==> src/rtl/alu_pkg.sv <==
// Shared ALU definitions: opcode constants used by the ALU and its sequencers,
// the multiply sequencer state encoding and the default datapath width.
package alu_pkg;

   localparam int DEFAULT_WIDTH = 64;
   localparam int DEFAULT_CNT_W = 7;

   localparam logic [3:0] OP_AND = 4'b0000;
   localparam logic [3:0] OP_ORR = 4'b0001;
   localparam logic [3:0] OP_ADD = 4'b0010;
   localparam logic [3:0] OP_SUB = 4'b0110;
   localparam logic [3:0] OP_CPZ = 4'b0111;

   typedef enum logic [1:0] {
      ST_IDLE = 2'b00,
      ST_RUN  = 2'b01,
      ST_DONE = 2'b10
   } seq_state_e;

endpackage

==> src/rtl/alu_mul_seq_if.sv <==
// Bus between the execute stage (master) and the multiply sequencer (slave),
// including the sequencer's borrowed view of the shared ALU.
interface alu_mul_seq_if
   import alu_pkg::*;
#(
   parameter int WIDTH = DEFAULT_WIDTH
);
   logic             start;
   logic             flush;
   logic [WIDTH-1:0] op_a;
   logic [WIDTH-1:0] op_b;
   logic             busy;
   logic             done;
   logic [WIDTH-1:0] product;
   logic             alu_req;
   logic [WIDTH-1:0] alu_a;
   logic [WIDTH-1:0] alu_b;
   logic [3:0]       alu_op;
   logic [WIDTH-1:0] alu_result;

   modport master (
      output start, flush, op_a, op_b, alu_result,
      input  busy, done, product, alu_req, alu_a, alu_b, alu_op
   );

   modport slave (
      input  start, flush, op_a, op_b, alu_result,
      output busy, done, product, alu_req, alu_a, alu_b, alu_op
   );
endinterface

==> src/rtl/alu_mul_seq.sv <==
// Radix-2 shift-add multiply sequencer that borrows the shared ALU for its adds.
// Optional early termination when the remaining multiplier is zero: ALU_MUL_EARLY_TERM_EN.
module alu_mul_seq
   import alu_pkg::*;
#(
   parameter int WIDTH = DEFAULT_WIDTH,
   parameter int CNT_W = DEFAULT_CNT_W
) (
   input logic         clk,
   input logic         rst_n,
   alu_mul_seq_if.slave bus
);

`ifdef ALU_MUL_EARLY_TERM_EN
   localparam bit EARLY_TERM = 1'b1;
`else
   localparam bit EARLY_TERM = 1'b0;
`endif

   localparam logic [WIDTH-1:0] ZERO    = {WIDTH{1'b0}};
   localparam logic [CNT_W-1:0] CNT_TOP = CNT_W'(WIDTH - 1);

   seq_state_e       state_r;
   logic [WIDTH-1:0] acc_r;
   logic [WIDTH-1:0] mcand_r;
   logic [WIDTH-1:0] mplier_r;
   logic [CNT_W-1:0] cnt_r;
   logic [WIDTH-1:0] product_r;
   logic [WIDTH-1:0] alu_a_r;
   logic [WIDTH-1:0] alu_b_r;
   logic [3:0]       alu_op_r;
   logic             busy_r;
   logic             done_r;
   logic             alu_req_r;

   logic [WIDTH-1:0] mcand_nx_s;
   logic [WIDTH-1:0] mplier_nx_s;
   logic             last_s;
   logic             skip_s;
   logic             first_req_s;

   // Next shift values and iteration-end decisions for the current RUN cycle
   always_comb begin
      mcand_nx_s  = mcand_r << 1;
      mplier_nx_s = mplier_r >> 1;
      last_s      = (cnt_r == CNT_TOP) || (EARLY_TERM && (mplier_nx_s == ZERO));
      skip_s      = EARLY_TERM && (mplier_r == ZERO);
      if (EARLY_TERM) begin
         first_req_s = (bus.op_b != ZERO);
      end else begin
         first_req_s = 1'b1;
      end
   end

   // Sequencer FSM; ALU operand outputs are registered shadows of the values acc/mcand/mplier take
   always_ff @(posedge clk or negedge rst_n) begin
      if (!rst_n) begin
         state_r   <= ST_IDLE;
         acc_r     <= ZERO;
         mcand_r   <= ZERO;
         mplier_r  <= ZERO;
         cnt_r     <= {CNT_W{1'b0}};
         product_r <= ZERO;
         alu_a_r   <= ZERO;
         alu_b_r   <= ZERO;
         alu_op_r  <= OP_AND;
         busy_r    <= 1'b0;
         done_r    <= 1'b0;
         alu_req_r <= 1'b0;
      end else if (bus.flush) begin
         state_r   <= ST_IDLE;
         alu_a_r   <= ZERO;
         alu_b_r   <= ZERO;
         alu_op_r  <= OP_AND;
         busy_r    <= 1'b0;
         done_r    <= 1'b0;
         alu_req_r <= 1'b0;
      end else begin
         case (state_r)
            ST_IDLE: begin
               done_r <= 1'b0;
               if (bus.start) begin
                  state_r   <= ST_RUN;
                  acc_r     <= ZERO;
                  mcand_r   <= bus.op_a;
                  mplier_r  <= bus.op_b;
                  cnt_r     <= {CNT_W{1'b0}};
                  busy_r    <= 1'b1;
                  alu_req_r <= first_req_s;
                  alu_op_r  <= first_req_s ? OP_ADD : OP_AND;
                  alu_a_r   <= ZERO;
                  alu_b_r   <= (first_req_s && bus.op_b[0]) ? bus.op_a : ZERO;
               end else begin
                  busy_r    <= 1'b0;
                  alu_req_r <= 1'b0;
               end
            end
            ST_RUN: begin
               if (skip_s) begin
                  state_r   <= ST_DONE;
                  done_r    <= 1'b1;
                  product_r <= acc_r;
               end else begin
                  acc_r    <= bus.alu_result;
                  mcand_r  <= mcand_nx_s;
                  mplier_r <= mplier_nx_s;
                  cnt_r    <= cnt_r + CNT_W'(1);
                  if (last_s) begin
                     state_r   <= ST_DONE;
                     done_r    <= 1'b1;
                     product_r <= bus.alu_result;
                     alu_req_r <= 1'b0;
                     alu_op_r  <= OP_AND;
                     alu_a_r   <= ZERO;
                     alu_b_r   <= ZERO;
                  end else begin
                     alu_a_r <= bus.alu_result;
                     alu_b_r <= mplier_r[1] ? mcand_nx_s : ZERO;
                  end
               end
            end
            ST_DONE: begin
               state_r <= ST_IDLE;
               done_r  <= 1'b0;
               busy_r  <= 1'b0;
            end
            default: begin
               state_r   <= ST_IDLE;
               alu_a_r   <= ZERO;
               alu_b_r   <= ZERO;
               alu_op_r  <= OP_AND;
               busy_r    <= 1'b0;
               done_r    <= 1'b0;
               alu_req_r <= 1'b0;
            end
         endcase
      end
   end

   assign bus.busy    = busy_r;
   assign bus.done    = done_r;
   assign bus.product = product_r;
   assign bus.alu_req = alu_req_r;
   assign bus.alu_a   = alu_a_r;
   assign bus.alu_b   = alu_b_r;
   assign bus.alu_op  = alu_op_r;

endmodule
==> src/flat_wrapper.sv <==
// flat-port wrapper written by rule: the top's interface ports become plain ports
module alu_mul_seq_flat import alu_pkg::*;
#(
   parameter int WIDTH = DEFAULT_WIDTH,
   parameter int CNT_W = DEFAULT_CNT_W
)
  (clk, rst_n, bus_start, bus_flush, bus_op_a, bus_op_b, bus_alu_result, bus_busy, bus_done, bus_product, bus_alu_req, bus_alu_a, bus_alu_b, bus_alu_op);
  alu_mul_seq_if #(.WIDTH(WIDTH)) bus_i ();
  input logic clk;
  input logic rst_n;
  input wire logic [$bits(bus_i.start)-1:0] bus_start;
  input wire logic [$bits(bus_i.flush)-1:0] bus_flush;
  input wire logic [$bits(bus_i.op_a)-1:0] bus_op_a;
  input wire logic [$bits(bus_i.op_b)-1:0] bus_op_b;
  input wire logic [$bits(bus_i.alu_result)-1:0] bus_alu_result;
  output wire logic [$bits(bus_i.busy)-1:0] bus_busy;
  output wire logic [$bits(bus_i.done)-1:0] bus_done;
  output wire logic [$bits(bus_i.product)-1:0] bus_product;
  output wire logic [$bits(bus_i.alu_req)-1:0] bus_alu_req;
  output wire logic [$bits(bus_i.alu_a)-1:0] bus_alu_a;
  output wire logic [$bits(bus_i.alu_b)-1:0] bus_alu_b;
  output wire logic [$bits(bus_i.alu_op)-1:0] bus_alu_op;
  assign bus_i.start = bus_start;
  assign bus_i.flush = bus_flush;
  assign bus_i.op_a = bus_op_a;
  assign bus_i.op_b = bus_op_b;
  assign bus_i.alu_result = bus_alu_result;
  assign bus_busy = bus_i.busy;
  assign bus_done = bus_i.done;
  assign bus_product = bus_i.product;
  assign bus_alu_req = bus_i.alu_req;
  assign bus_alu_a = bus_i.alu_a;
  assign bus_alu_b = bus_i.alu_b;
  assign bus_alu_op = bus_i.alu_op;
  alu_mul_seq #(.WIDTH(WIDTH), .CNT_W(CNT_W)) u_core (.clk(clk), .rst_n(rst_n), .bus(bus_i));
endmodule
==> config.mk <==
export PLATFORM = sky130hd
export DESIGN_NAME = alu_mul_seq_flat
export DESIGN_NICKNAME = d
export VERILOG_FILES = /design/src/rtl/alu_pkg.sv /design/src/rtl/alu_mul_seq_if.sv /design/src/rtl/alu_mul_seq.sv /design/src/flat_wrapper.sv
export SDC_FILE = /design/constraint.sdc
export NUM_CORES = 1
export LEC_CHECK = 0
export ABC_AREA = 1
export CORE_ASPECT_RATIO = 0.75
export CORE_MARGIN = 2
export CORE_UTILIZATION = 47
export CTS_CLUSTER_DIAMETER = 200
export DETAILED_ROUTE_END_ITERATION = 6
export GPL_TIMING_DRIVEN = 0
export PLACE_DENSITY = 0.78
export SLEW_MARGIN = 0
export SYNTH_ARGS = -nofsm -noshare
export SYNTH_HDL_FRONTEND = slang
export SYNTH_SLANG_ARGS = --single-unit
export TNS_END_PERCENT = 5
==> constraint.sdc <==
create_clock -name clk -period 3.4 [get_ports clk]
set_input_delay 0.34 -clock clk [delete_from_list [all_inputs] [get_ports clk]]
set_output_delay 0.34 -clock clk [all_outputs]
set_load 0.05 [all_outputs]
Yosys cells after proc, flatten, opt, wreduce, memory -nomap -nowiden. Cells that the tools add are included.

Bitwise gates (word level): 1. Mux-type cells: 33. $add $sub $neg: 1. Equal/unequal tests: 8. Reduce and logical (&&, ||, !) cells: 8.

Operators with widths (number): two-way mux 64 bit (9); one-hot mux 64 bit (3 select lines) (2); one-hot mux 64 bit (2 select lines) (1); one-hot mux 63 bit (2 select lines) (1); two-way mux 63 bit (1); one-hot mux 7 bit (2 select lines) (1); two-way mux 4 bit (3); one-hot mux 4 bit (3 select lines) (1); AND reduction 3 bit (3); adder 7 x 1 -> 7 bit (second input constant) (1); == test 7 x 6 -> 1 bit (second input constant) (1); two-way mux 1 bit (7); two-way mux 7 bit (1); two-way mux 2 bit (3); != test 2 bit (second input constant) (3); AND reduction 2 bit (3); one-hot mux 2 bit (2 select lines) (1); != test 3 x 2 -> 1 bit (second input constant) (1); != test 3 bit (second input constant) (1); one-hot mux 1 bit (3 select lines) (1); == test 2 x 1 -> 1 bit (second input constant) (1); == test 2 bit (second input constant) (1); logical NOT 2 bit (1); one-hot mux 1 bit (2 select lines) (1); 2 further kinds (2).

Input bits: 196. Output and inout bits: 199. Word-level logic and storage cells: 62. Bits in registers: 335.

Longest topological paths before layout.
Depth in word-level cells: 4. Gate-level depth with buffers: 10. Mapped depth without buffers: 8.

Worst setup path before layout. No wires, ideal clock.

Path type: flip-flop to flip-flop. Start: register u_core.cnt_r[0]. End: register u_core.alu_b_r[13] (netlist: u_core.bus.alu_b[13]). Stages on the path, launching flop included: 11. Data arrival time: 1578 ps. Library setup time: 66 ps. Path buffers: 2. Data required time: 3334 ps. Setup slack: 1756 ps. Clock period less this slack: 1644 ps. Cells stage by stage: dfrtp_1 -> ha_1 -> nand2_1 -> nor2_1 -> nand3_1 -> clkbuf_1 -> clkbuf_1 -> nand2_1 -> nand2_1 -> nand2_1 -> nand2_1.

Word-level cells in the longest chain between the ends: 4.

RTL lines: start: declaration (RTL line alu_mul_seq.sv:27) `logic [CNT_W-1:0] cnt_r;`; start signal: assignment (RTL line alu_mul_seq.sv:62) `cnt_r <= {CNT_W{1'b0}};`; start signal: assignment (RTL line alu_mul_seq.sv:87) `cnt_r <= {CNT_W{1'b0}};`; start signal: assignment (RTL line alu_mul_seq.sv:107) `cnt_r <= cnt_r + CNT_W'(1);`; == test 7 x 6 -> 1 bit (RTL line alu_mul_seq.sv:46) `last_s = (cnt_r == CNT_TOP) || (EARLY_TERM && (mplier_nx_s == ZERO));`; two-way mux 64 bit (RTL line alu_mul_seq.sv:108) `if (last_s) begin`; one-hot mux 64 bit (3 select lines) (RTL line alu_mul_seq.sv:79) `case (state_r)`; two-way mux 64 bit (RTL line alu_mul_seq.sv:70) `end else if (bus.flush) begin`; end signal: assignment (RTL line alu_mul_seq.sv:92) `alu_b_r <= (first_req_s && bus.op_b[0]) ? bus.op_a : ZERO;`; end signal: assignment (RTL line alu_mul_seq.sv:118) `alu_b_r <= mplier_r[1] ? mcand_nx_s : ZERO;`; end: declaration (RTL line alu_mul_seq.sv:30) `logic [WIDTH-1:0] alu_b_r;`.

No other way between the ends. A chain may end at the register's enable or synchronous reset.

Worst setup path in the final report.
Start: register u_core.cnt_r[0]. End: register u_core.alu_b_r[45] (netlist: u_core.bus.alu_b[45]).

Same word-level chain as after synthesis.

==> flow_metrics.tcl <==
set metrics [dict create \
    outcome "finished with violations" \
    violations "DRC" \
    critPathLaunchType "flop" \
    cap_violations 0 \
    pwr-share-seq 0.435 \
    tns_ns 0 \
    cts_tree "yes" \
    dp_cells 2657 \
    dr.pass1.iters 7 \
    ys_warn_count 0 \
    required_ns 3.86 \
    syn_inst 1856 \
    die_y_um 157 \
    timing.fmax_ghz 0.424 \
    synth_area_um2 14700 \
    end_kind "flop" \
    grt_max_degree 123 \
    min_period_ns 2.36 \
    grt_pass1_vias 13742 \
    area_growth_pct 38.4 \
    fillCellCount 2591 \
    ant_nets 0 \
    wl_per_cell_um 16.9 \
    power.density_nw_per_um2 517 \
    arrival_ns 2.82 \
    internal-power_w 0.00731 \
    final_hold_viol_count 0 \
    yosys_register_bits 331 \
    post_cts_buffers 0 \
    clkPwrFrac 0.363 \
    whs_ns 0.373 \
    setup_viol 0 \
    core_area_um2 31000 \
    clk_path_buf_depth 3 \
    antenna_found_initial 2 \
    cts.hold.buffers_added 1 \
    slew_headroom 0.486 \
    die_x_um 208 \
    worst_pin_slew_ns 0.771 \
    fin_crit_sh 0.694 \
    port_buffers 391 \
    hold_class "input port to flop" \
    worstPathMaxFanout 10 \
    clk-insertion-delay-late_ns 0.52 \
    swShare 0.305 \
    final-instance-count-excl-fill 2724 \
    ctsRootBufferMaster "clkbuf_16" \
    leakage_nw 9.85 \
    die-area_um2 32700 \
    dr_total_vias 14006 \
    ir_worst_vdd_v 0.000372 \
    start_util 0.473 \
    rsz0062_at_grt "false" \
    route.detailed.drc 2 \
    maxSlewViolCount 0 \
    drive_above_1_share 0.0634 \
    finalPower_w 0.0105 \
    crit_type "flop to flop" \
    combPwrFrac 0.202 \
    clkSinkCount 331 \
    drt_iter0_markers 1085 \
    gp_congestion 0.896 \
    p_switching_w 0.00320 \
    place_hpwl_um 33100 \
    track_usage 0.281 \
    synth_area_per_cell_um2 7.92 \
    ff2ff_setup_slack_ns 1.04 \
    overflow 0 \
    routed_wl_um 46000 \
    grt_pass1_wl_um 72900 \
    synth.distinct_cells 24 \
    htreeDepth 2 \
    finalClockSkew_ns 0.0120 \
    ys_seq_area_frac 0.564 \
    nNetsFinal 2487 \
    cts_resized 0 \
    viasPerCell 5.14 \
    cts-buffers-inserted 36 \
    clk_pin_slew_worst_paths_ns 0.06 \
    rows 56 \
    post-route-util 0.655 \
    io_pins 395 \
]
synth_stat cells:
master	instances	share of area
inv_2	4	0.0010
a21boi_0	1	0.00051
buf_6	6	0.0046
ha_1	1	0.00085
a22o_1	1	0.00060
nand2_1	788	0.20
buf_1	6	0.0015
a31oi_1	62	0.026
clkbuf_1	31	0.0079
o21ai_0	153	0.052
and2_1	1	0.00043
nand3_1	6	0.0020
buf_4	3	0.0015
nor2_2	3	0.0013
o21ai_1	103	0.035
nand2_2	1	0.00043
nand4_1	3	0.0013
nor2_1	139	0.036
conb_1	1	0.00026
nor2_4	2	0.0015
buf_2	71	0.024
a21oi_1	2	0.00068
dfrtp_1	331	0.56
inv_1	137	0.035
layout make-up:
class / count / area [µm²] / area share
diodes: 1 / 2.50 / 0.000123
clock inverters: 9 / 65.1 / 0.00320
plain buffers: 117 / 584 / 0.0287
flip-flops and latches: 331 / 8280 / 0.407
well taps: 406 / 508 / 0.0250
inverters: 141 / 529 / 0.0260
clock buffers: 56 / 1080 / 0.0530
multi-input cells: 1269 / 5300 / 0.261
repair buffers: 394 / 3980 / 0.196
power groups by stage:
| stage | Sequential (W) | Clock, W | Combinational [W] |
|---|---|---|---|
| after floorplan | 0.00495 | 0 | 0.000905 |
| after global placement | 0.00463 | 0 | 0.00206 |
| after detailed placement | 0.00463 | 0 | 0.00211 |
| after CTS | 0.00457 | 0.00388 | 0.00212 |
| after global routing | 0.00461 | 0.00405 | 0.00234 |
| final | 0.00457 | 0.00382 | 0.00212 |
per-stage QoR:
step                      worst slack (ns)  area (µm²)
after floorplan                       1.76       14700
after global placement              -12.23       19100
after detailed placement             0.711       19200
after CTS                             1.09       20300
after global routing                 0.934       20300
final                                 1.04       20300
worst paths after layout:
check	start	endpoint	cells past startpoint
min in group asynchronous	rst_n	u_core.mplier_r[20]	2
max in group asynchronous	rst_n	u_core.bus.alu_a[32]	4
min	bus_alu_result[18]	u_core.bus.product[18]	3
max	u_core.cnt_r[0]	u_core.bus.alu_b[45]	10
min reg2reg	u_core.bus.alu_b[30]	u_core.bus.alu_b[30]	2
max reg2reg	u_core.cnt_r[0]	u_core.bus.alu_b[45]	10
layout by cell type, fill, tap and decap left out:
master | Yosys | layout
nand2_1 | 788 | 788
clkdlybuf4s50_1 | 0 | 390
dfrtp_1 | 331 | 331
o21ai_0 | 153 | 153
nor2_1 | 139 | 139
inv_1 | 137 | 137
o21ai_1 | 103 | 103
buf_2 | 71 | 71
a31oi_1 | 62 | 62
clkbuf_1 | 31 | 42
clkbuf_16 | 0 | 37
clkbuf_8 | 0 | 8
buf_6 | 6 | 6
nand3_1 | 6 | 6
buf_1 | 6 | 6
inv_2 | 4 | 4
nand4_1 | 3 | 3
nor2_2 | 3 | 3
buf_4 | 3 | 3
conb_1 | 1 | 3
clkinv_2 | 0 | 3
a21oi_1 | 2 | 2
nor2_4 | 2 | 2
inv_6 | 0 | 2
clkinv_4 | 0 | 2
clkinvlp_4 | 0 | 2
buf_16 | 0 | 2
diode_2 | 0 | 1
and2_1 | 1 | 1
a22o_1 | 1 | 1
a21boi_0 | 1 | 1
nand2_2 | 1 | 1
ha_1 | 1 | 1
dlygate4sd3_1 | 0 | 1
buf_8 | 0 | 1
routing by layer:
| metal | global-route usage | wire length, µm |
|---|---|---|
| met5 | 0 | 18 |
| met1 | 0.361 | 19300 |
| met4 | 0.112 | 1720 |
| met3 | 0.0858 | 4090 |
| met2 | 0.449 | 20900 |
state kept, by name, summed over array words and instances, names as in the netlist:
register            count
u_core.bus.alu_a       64
u_core.bus.alu_b       64
u_core.bus.product     64
u_core.mcand_r         63
u_core.mplier_r        63
u_core.cnt_r            7
u_core.state_r          2
u_core.bus.alu_op       1
u_core.bus.alu_req      1
u_core.bus.busy         1
u_core.bus.done         1
worst max-delay path, stage by stage, from the launching register on:
cell and delay (ns):
dfrtp_1 0.43, ha_1 0.23, nand2_1 0.09, nor2_1 0.07, nand3_1 0.09, clkbuf_1 0.59, clkbuf_1 0.46, nand2_1 0.12
nand2_1 0.10, nand2_1 0.06, nand2_1 0.07
cell families (layout without fill, tap and decap cells):
logic type | count (synthesis) | in the layout | synth area share
AND/OR/NAND/NOR | 943 | 943 | 0.244
flip-flops | 331 | 331 | 0.564
AO/OA/AOI/OAI | 322 | 322 | 0.115
buffers and inverters | 258 | 717 | 0.0758
adder cells (fa/ha/maj) | 1 | 1 | 0.000852
other | 1 | 4 | 0.000255
Note: power is estimated with default switching activity, not from simulation.
